--- src/rtl/instr_fetch_unit.sv ---
// Instruction fetch unit: owns the PC, fetches over a req/ack handshake and applies jump/branch redirects.
// Optional `FETCH_PERF_EN adds fetch and redirect performance counters.
module instr_fetch_unit #(
    parameter int unsigned            ADDR_W   = 32,
    parameter logic [ADDR_W-1:0]      RESET_PC = '0
) (
    input  logic              clk,
    input  logic              rst_n,
    output logic              imem_req,
    output logic [ADDR_W-1:0] imem_addr,
    input  logic              imem_ack,
    input  logic [31:0]       imem_rdata,
    input  logic              stall,
    input  logic [1:0]        jump,
    input  logic [25:0]       jump_index,
    input  logic [ADDR_W-1:0] jr_target,
    input  logic              branch_taken,
    input  logic [ADDR_W-1:0] branch_offset,
    output logic              instr_valid,
    output logic [31:0]       instr,
    output logic [5:0]        opcode,
    output logic [ADDR_W-1:0] pc_out,
    output logic [ADDR_W-1:0] pc_plus4
`ifdef FETCH_PERF_EN
    ,
    output logic [31:0]       perf_fetch_cnt,
    output logic [31:0]       perf_redir_cnt
`endif
);

    typedef enum logic [1:0] {
        IDLE,
        FETCH,
        VALID
    } state_e;

    state_e            state_q, state_d;
    logic [ADDR_W-1:0] fetch_pc_q, fetch_pc_d;
    logic [ADDR_W-1:0] pc_out_q, pc_out_d;
    logic [31:0]       instr_q, instr_d;
    logic              valid_q, valid_d;

    logic [ADDR_W-1:0] pc_seq;
    logic [ADDR_W-1:0] next_pc;
    logic              redirect;
    logic              accept;
    logic              consume;

    assign pc_seq = pc_out_q + ADDR_W'(4);

    // Jump (jr or j/jal) beats a taken branch; jump=11 behaves like sequential.
    always_comb begin
        next_pc  = pc_seq;
        redirect = 1'b0;
        if (jump == 2'b10) begin
            next_pc  = jr_target & ~ADDR_W'(3);
            redirect = 1'b1;
        end else if (jump == 2'b01) begin
            next_pc  = {pc_seq[ADDR_W-1:ADDR_W-4], jump_index, 2'b00};
            redirect = 1'b1;
        end else if (branch_taken) begin
            next_pc  = pc_seq + (branch_offset << 2);
            redirect = 1'b1;
        end
    end

    always_comb begin
        state_d    = state_q;
        fetch_pc_d = fetch_pc_q;
        pc_out_d   = pc_out_q;
        instr_d    = instr_q;
        valid_d    = valid_q;
        imem_req   = 1'b0;
        accept     = 1'b0;
        consume    = 1'b0;
        case (state_q)
            IDLE: begin
                state_d = FETCH;
            end
            FETCH: begin
                imem_req = 1'b1;
                if (imem_ack) begin
                    accept   = 1'b1;
                    instr_d  = imem_rdata;
                    pc_out_d = fetch_pc_q;
                    valid_d  = 1'b1;
                    state_d  = VALID;
                end
            end
            VALID: begin
                if (!stall) begin
                    consume    = 1'b1;
                    fetch_pc_d = next_pc;
                    valid_d    = 1'b0;
                    state_d    = FETCH;
                end
            end
            default: begin
                state_d = IDLE;
            end
        endcase
    end

    always_ff @(posedge clk or negedge rst_n) begin
        if (!rst_n) begin
            state_q    <= IDLE;
            fetch_pc_q <= RESET_PC;
            pc_out_q   <= RESET_PC;
            instr_q    <= '0;
            valid_q    <= 1'b0;
        end else begin
            state_q    <= state_d;
            fetch_pc_q <= fetch_pc_d;
            pc_out_q   <= pc_out_d;
            instr_q    <= instr_d;
            valid_q    <= valid_d;
        end
    end

    assign imem_addr   = fetch_pc_q;
    assign instr_valid = valid_q;
    assign instr       = instr_q;
    assign opcode      = instr_q[31:26];
    assign pc_out      = pc_out_q;
    assign pc_plus4    = pc_seq;

`ifdef FETCH_PERF_EN
    logic [31:0] fetch_cnt_q;
    logic [31:0] redir_cnt_q;

    always_ff @(posedge clk or negedge rst_n) begin
        if (!rst_n) begin
            fetch_cnt_q <= '0;
            redir_cnt_q <= '0;
        end else begin
            if (accept) begin
                fetch_cnt_q <= fetch_cnt_q + 32'd1;
            end
            if (consume && redirect) begin
                redir_cnt_q <= redir_cnt_q + 32'd1;
            end
        end
    end

    assign perf_fetch_cnt = fetch_cnt_q;
    assign perf_redir_cnt = redir_cnt_q;
`endif

endmodule

--- config.mk ---
export PLATFORM = sky130hd
export DESIGN_NAME = instr_fetch_unit
export DESIGN_NICKNAME = d
export VERILOG_FILES = /design/src/rtl/instr_fetch_unit.sv
export SDC_FILE = /design/constraint.sdc
export NUM_CORES = 1
export LEC_CHECK = 0
export BUFFER_PORTS_ARGS = -buffer_cell sky130_fd_sc_hd__buf_2
export CORE_MARGIN = 5
export CORE_UTILIZATION = 25
export DETAILED_ROUTE_END_ITERATION = 12
export PLACE_DENSITY = 0.56
export SLEW_MARGIN = 20
export SYNTH_ARGS = -nofsm -noshare
export SYNTH_HDL_FRONTEND = slang
export SYNTH_SLANG_ARGS = --single-unit
--- constraint.sdc ---
create_clock -name clk -period 3.4 [get_ports clk]
set_input_delay 0.68 -clock clk [delete_from_list [all_inputs] [get_ports clk]]
set_output_delay 0.68 -clock clk [all_outputs]
set_load 0.01 [all_outputs]
==> key figures <==
Clock network
  – Clk_lat worst skew: 340 ps
  – Clock Root Buffer: clkbuf_16
  – TritonCTS Buffers: 9
  – Longest Clk Path Bufs: 2
  – CTS tree: yes
  – Clk sinks: 99
  – Worst-path clk slew: 70 ps
  – H-tree depth: 3

Place
  – Inst Count DP: 1,458
  – Global placement routability congestion: 0.870
  – Port Buffers: 260
  – Cell area after placement: 9720 µm²
  – HPWL after DPL: 22,800 µm

STA
  – Max Clock Skew: 9.08 ps
  – Final period utilization: 107%
  – Slew margin rel.: 61.1%
  – Slew Limit Fails: 0
  – Setup repair after global routing missed its margin: true
  – Final critical-path required period: 3640 ps
  – Worst hold slack: 332 ps
  – Fin worst setup slack: -236 ps
  – Least-Margin Pin Slew: 584 ps
  – Fin. Hold Viols: 0
  – Fmax: 0.275 GHz
  – Final setup vio count: 9

GRT
  – Largest net degree at the start of global routing: 43
  – Vias in the first global route: 7,421
  – GRT overflow: 0
  – Initial antenna violation count: 10
  – First-pass GRT wire length: 42,000 µm
  – Tot GR Track Use: 17.5%

Logic synthesis
  – Avg Inst Size Synth: 9.25 µm²
  – Xor-xnor portion of the synthesized cell area: 6.13%
  – Main synth FF type: dfrtp_1
  – Synth cell types: 66
  – Compound-Gate Fraction of Synth Area: 19.2%
  – Largest family of logic cells by synthesized area: compound AO/OA/AOI/OAI gates
  – Mapped cell area: 6840 µm²
  – Multiplexer area fraction after synthesis: 11.9%
  – Sequential area share after synthesis: 36.2%
  – YS warnings: 0
  – Post-synth EDFFs: 0
  – Post-synthesis simple-gate area fraction: 15.9%
  – Adder-Cell Fraction of Synth Area: 6.88%
  – Post-Syn Instances: 739
  – Async SR Flop Fraction: 100%
  – Syn_nets: 905
  – Synth Register Bits: 99

Final layout
  – Nets@finish: 1,310
  – Final Instance Area: 10,700 µm²
  – Area grow syn2layout: 56.7%
  – Layout cells sized above 1: 55.2%
  – Finished Layout Cells: 1,492
  – Filler cell count: 2,738

Setup path
  – Worst Reg-to-Reg Cells: 14
  – Startpoint type of the worst setup path: flip-flop
  – Crit path arrival time: 3860 ps
  – Critical R2R Launch: pc_out[3]
  – Crit-path cells: nand4_1, nor3_4, buf_6, nand4_1, xnor2_2, ha_1, a21oi_2, nor3b_4, o2111ai_2, a311oi_2, nand3b_1, a31oi_2, xnor2_1, a221o_1
  – Reg2reg end: imem_addr[29]
  – Critical path endpoint category: flip-flop
  – Crit Path Max Fanout: 4
  – Class of the most critical setup path: reg2reg
  – Kind of cell adding the most delay to the critical path: compound AO/OA/AOI/OAI gates
  – Worst path max stage delay: 410 ps
  – Slowest cell on the critical path: dfrtp_2
  – Worst path required time: 3620 ps
  – Most used cell, CP: nand4_1
  – Crit path buf inv count: 1
  – Flop-to-flop setup slack: -240 ps

Floorplanning
  – Die height: 175 µm
  – Initial core utilization: 25.4%
  – Die width: 175 µm
  – Num rows: 60
  – Die ar.: 30,700 µm²
  – IO Count: 265
  – Core Area: 27,000 µm²

Route
  – Wirelength per Cell: 18.8 µm
  – Drt total wl: 28,000 µm
  – 1st-iter DRT viols: 404
  – Total number of vias: 7,305
  – DRT antenna net count: 0
  – Vias per Instance: 4.90
  – Drt pass-1 iters: 4
  – DRC viols: 0

Power
  – Static Leak: 5.21 nW
  – Power, Total: 9.74 mW
  – PwrDens: 909 nW/µm²
  – Worst VDD drop: 0.345 mV

Min path
  – Min-delay worst type: in2async

Job
  – Max-capacitance violation count: 0

Status
  – Status: complete, but fails checks
  – Violated checks: setup timing
[worst max path at each step]
stage	depth (start not counted)	slack, ps	end	startpoint
after global routing	14	-390	imem_addr[29]	pc_out[3]
after detailed placement	15	-400	imem_addr[29]	pc_out[3]
after global placement	16	-360	imem_addr[31]	pc_out[3]
after CTS	16	-250	imem_addr[29]	pc_out[3]
after floorplan	16	-80	imem_addr[29]	pc_out[3]
final	14	-240	imem_addr[29]	pc_out[3]
[cells in the final DEF, fill, tap and decap left out, types with 9 or more instances in the layout]
master	count
xor2_2	9
a21o_1	12
dfrtp_1	93
xnor2_1	19
buf_4	169
nand3_1	19
a21oi_2	13
mux2_2	64
o21ai_1	10
o211ai_1	11
nor2_1	54
o21ai_0	24
nand2_1	68
a21oi_1	46
clkbuf_16	9
inv_1	11
buf_2	259
buf_6	9
ha_1	27
and3_1	16
nand4_1	9
[metal layers]
metal / vias up / share of wire, % / global-route usage (%)
li1: 3508 / - / -
met1: 3474 / 42 / 22.3
met5: - / 0.37 / 0
met2: 245 / 47 / 28.9
met4: 16 / 3.5 / 6.45
met3: 62 / 6.9 / 4.35
[logic make-up (layout without fill, tap and decap cells)]
kind of cell | count (synthesis) | count (layout)
xor+xnor | 47 | 47
other cells | 0 | 2
simple gates | 227 | 227
mux | 73 | 73
buf+inv | 56 | 466
compound gates | 200 | 200
fa+ha+maj | 37 | 37
flops | 99 | 99
[Yosys cell counts, types with 3 or more instances]
cell | n | area [µm²]
dfrtp_1 | 99 | 2480
nand2_1 | 74 | 278
mux2_2 | 64 | 721
a21oi_1 | 62 | 310
nor2_1 | 62 | 233
o21ai_0 | 38 | 190
ha_1 | 36 | 450
clkbuf_1 | 30 | 113
xnor2_1 | 29 | 254
nand3_1 | 24 | 120
and3_1 | 17 | 106
xor2_1 | 17 | 149
inv_1 | 13 | 48.8
a21o_1 | 12 | 90.1
a211oi_1 | 11 | 82.6
o211ai_1 | 11 | 82.6
nor3_1 | 10 | 50.1
mux2i_1 | 9 | 90.1
nand4_1 | 9 | 56.3
a31oi_1 | 8 | 50.1
buf_4 | 8 | 60.1
o21a_1 | 7 | 52.6
o21bai_1 | 7 | 52.6
a221o_1 | 6 | 60.1
a221oi_1 | 6 | 52.6
nand3b_1 | 5 | 37.5
and2_1 | 4 | 25.0
nor4_1 | 4 | 25.0
o22ai_1 | 4 | 25.0
a21boi_0 | 3 | 22.5
nor2b_1 | 3 | 18.8
o221ai_1 | 3 | 26.3
o31a_1 | 3 | 26.3
[stage by stage]
stage	setup WS (ps)	utilization [%]	setup TNS (ps)
2_1_floorplan	-75.9	-	-226
3_3_place_gp	-356	36.0	-3520
3_5_place_dp	-397	36.0	-4550
4_1_cts	-248	38.8	-1270
5_1_grt	-386	39.7	-3230
6_report	-236	39.7	-1190
[state kept, by name, indices dropped and copies added, names as in the netlist]
register,count
instr,32
instr_valid,1
pc_out,32
state_q,2
imem_addr,32
[where the power goes]
group	internal (mW)	total, mW	switching [mW]
clock network	0.637	1.10	0.463
registers	1.72	2.16	0.435
logic	3.20	6.48	3.28
total	5.56	9.74	4.18
[area by class of cell]
type	count	area [µm²]	share of cell area (%)
repair buffers	437	2670	24.9
clock inverters	4	55.1	0.514
flip-flops and latches	99	2480	23.2
diodes	2	5.00	0.0467
multi-input cells	584	4760	44.4
inverters	13	48.8	0.455
well taps	341	427	3.98
clock buffers	12	267	2.49
[timing repair]
action / CTS / global route
resized for setup: 80 / 40
endpoints found under the setup margin: 19 / 24
pin swaps: 67 / 16
buffers inserted: 12 / 6
hold buffers: 0 / 0
(Power assumes the default switching activity.)
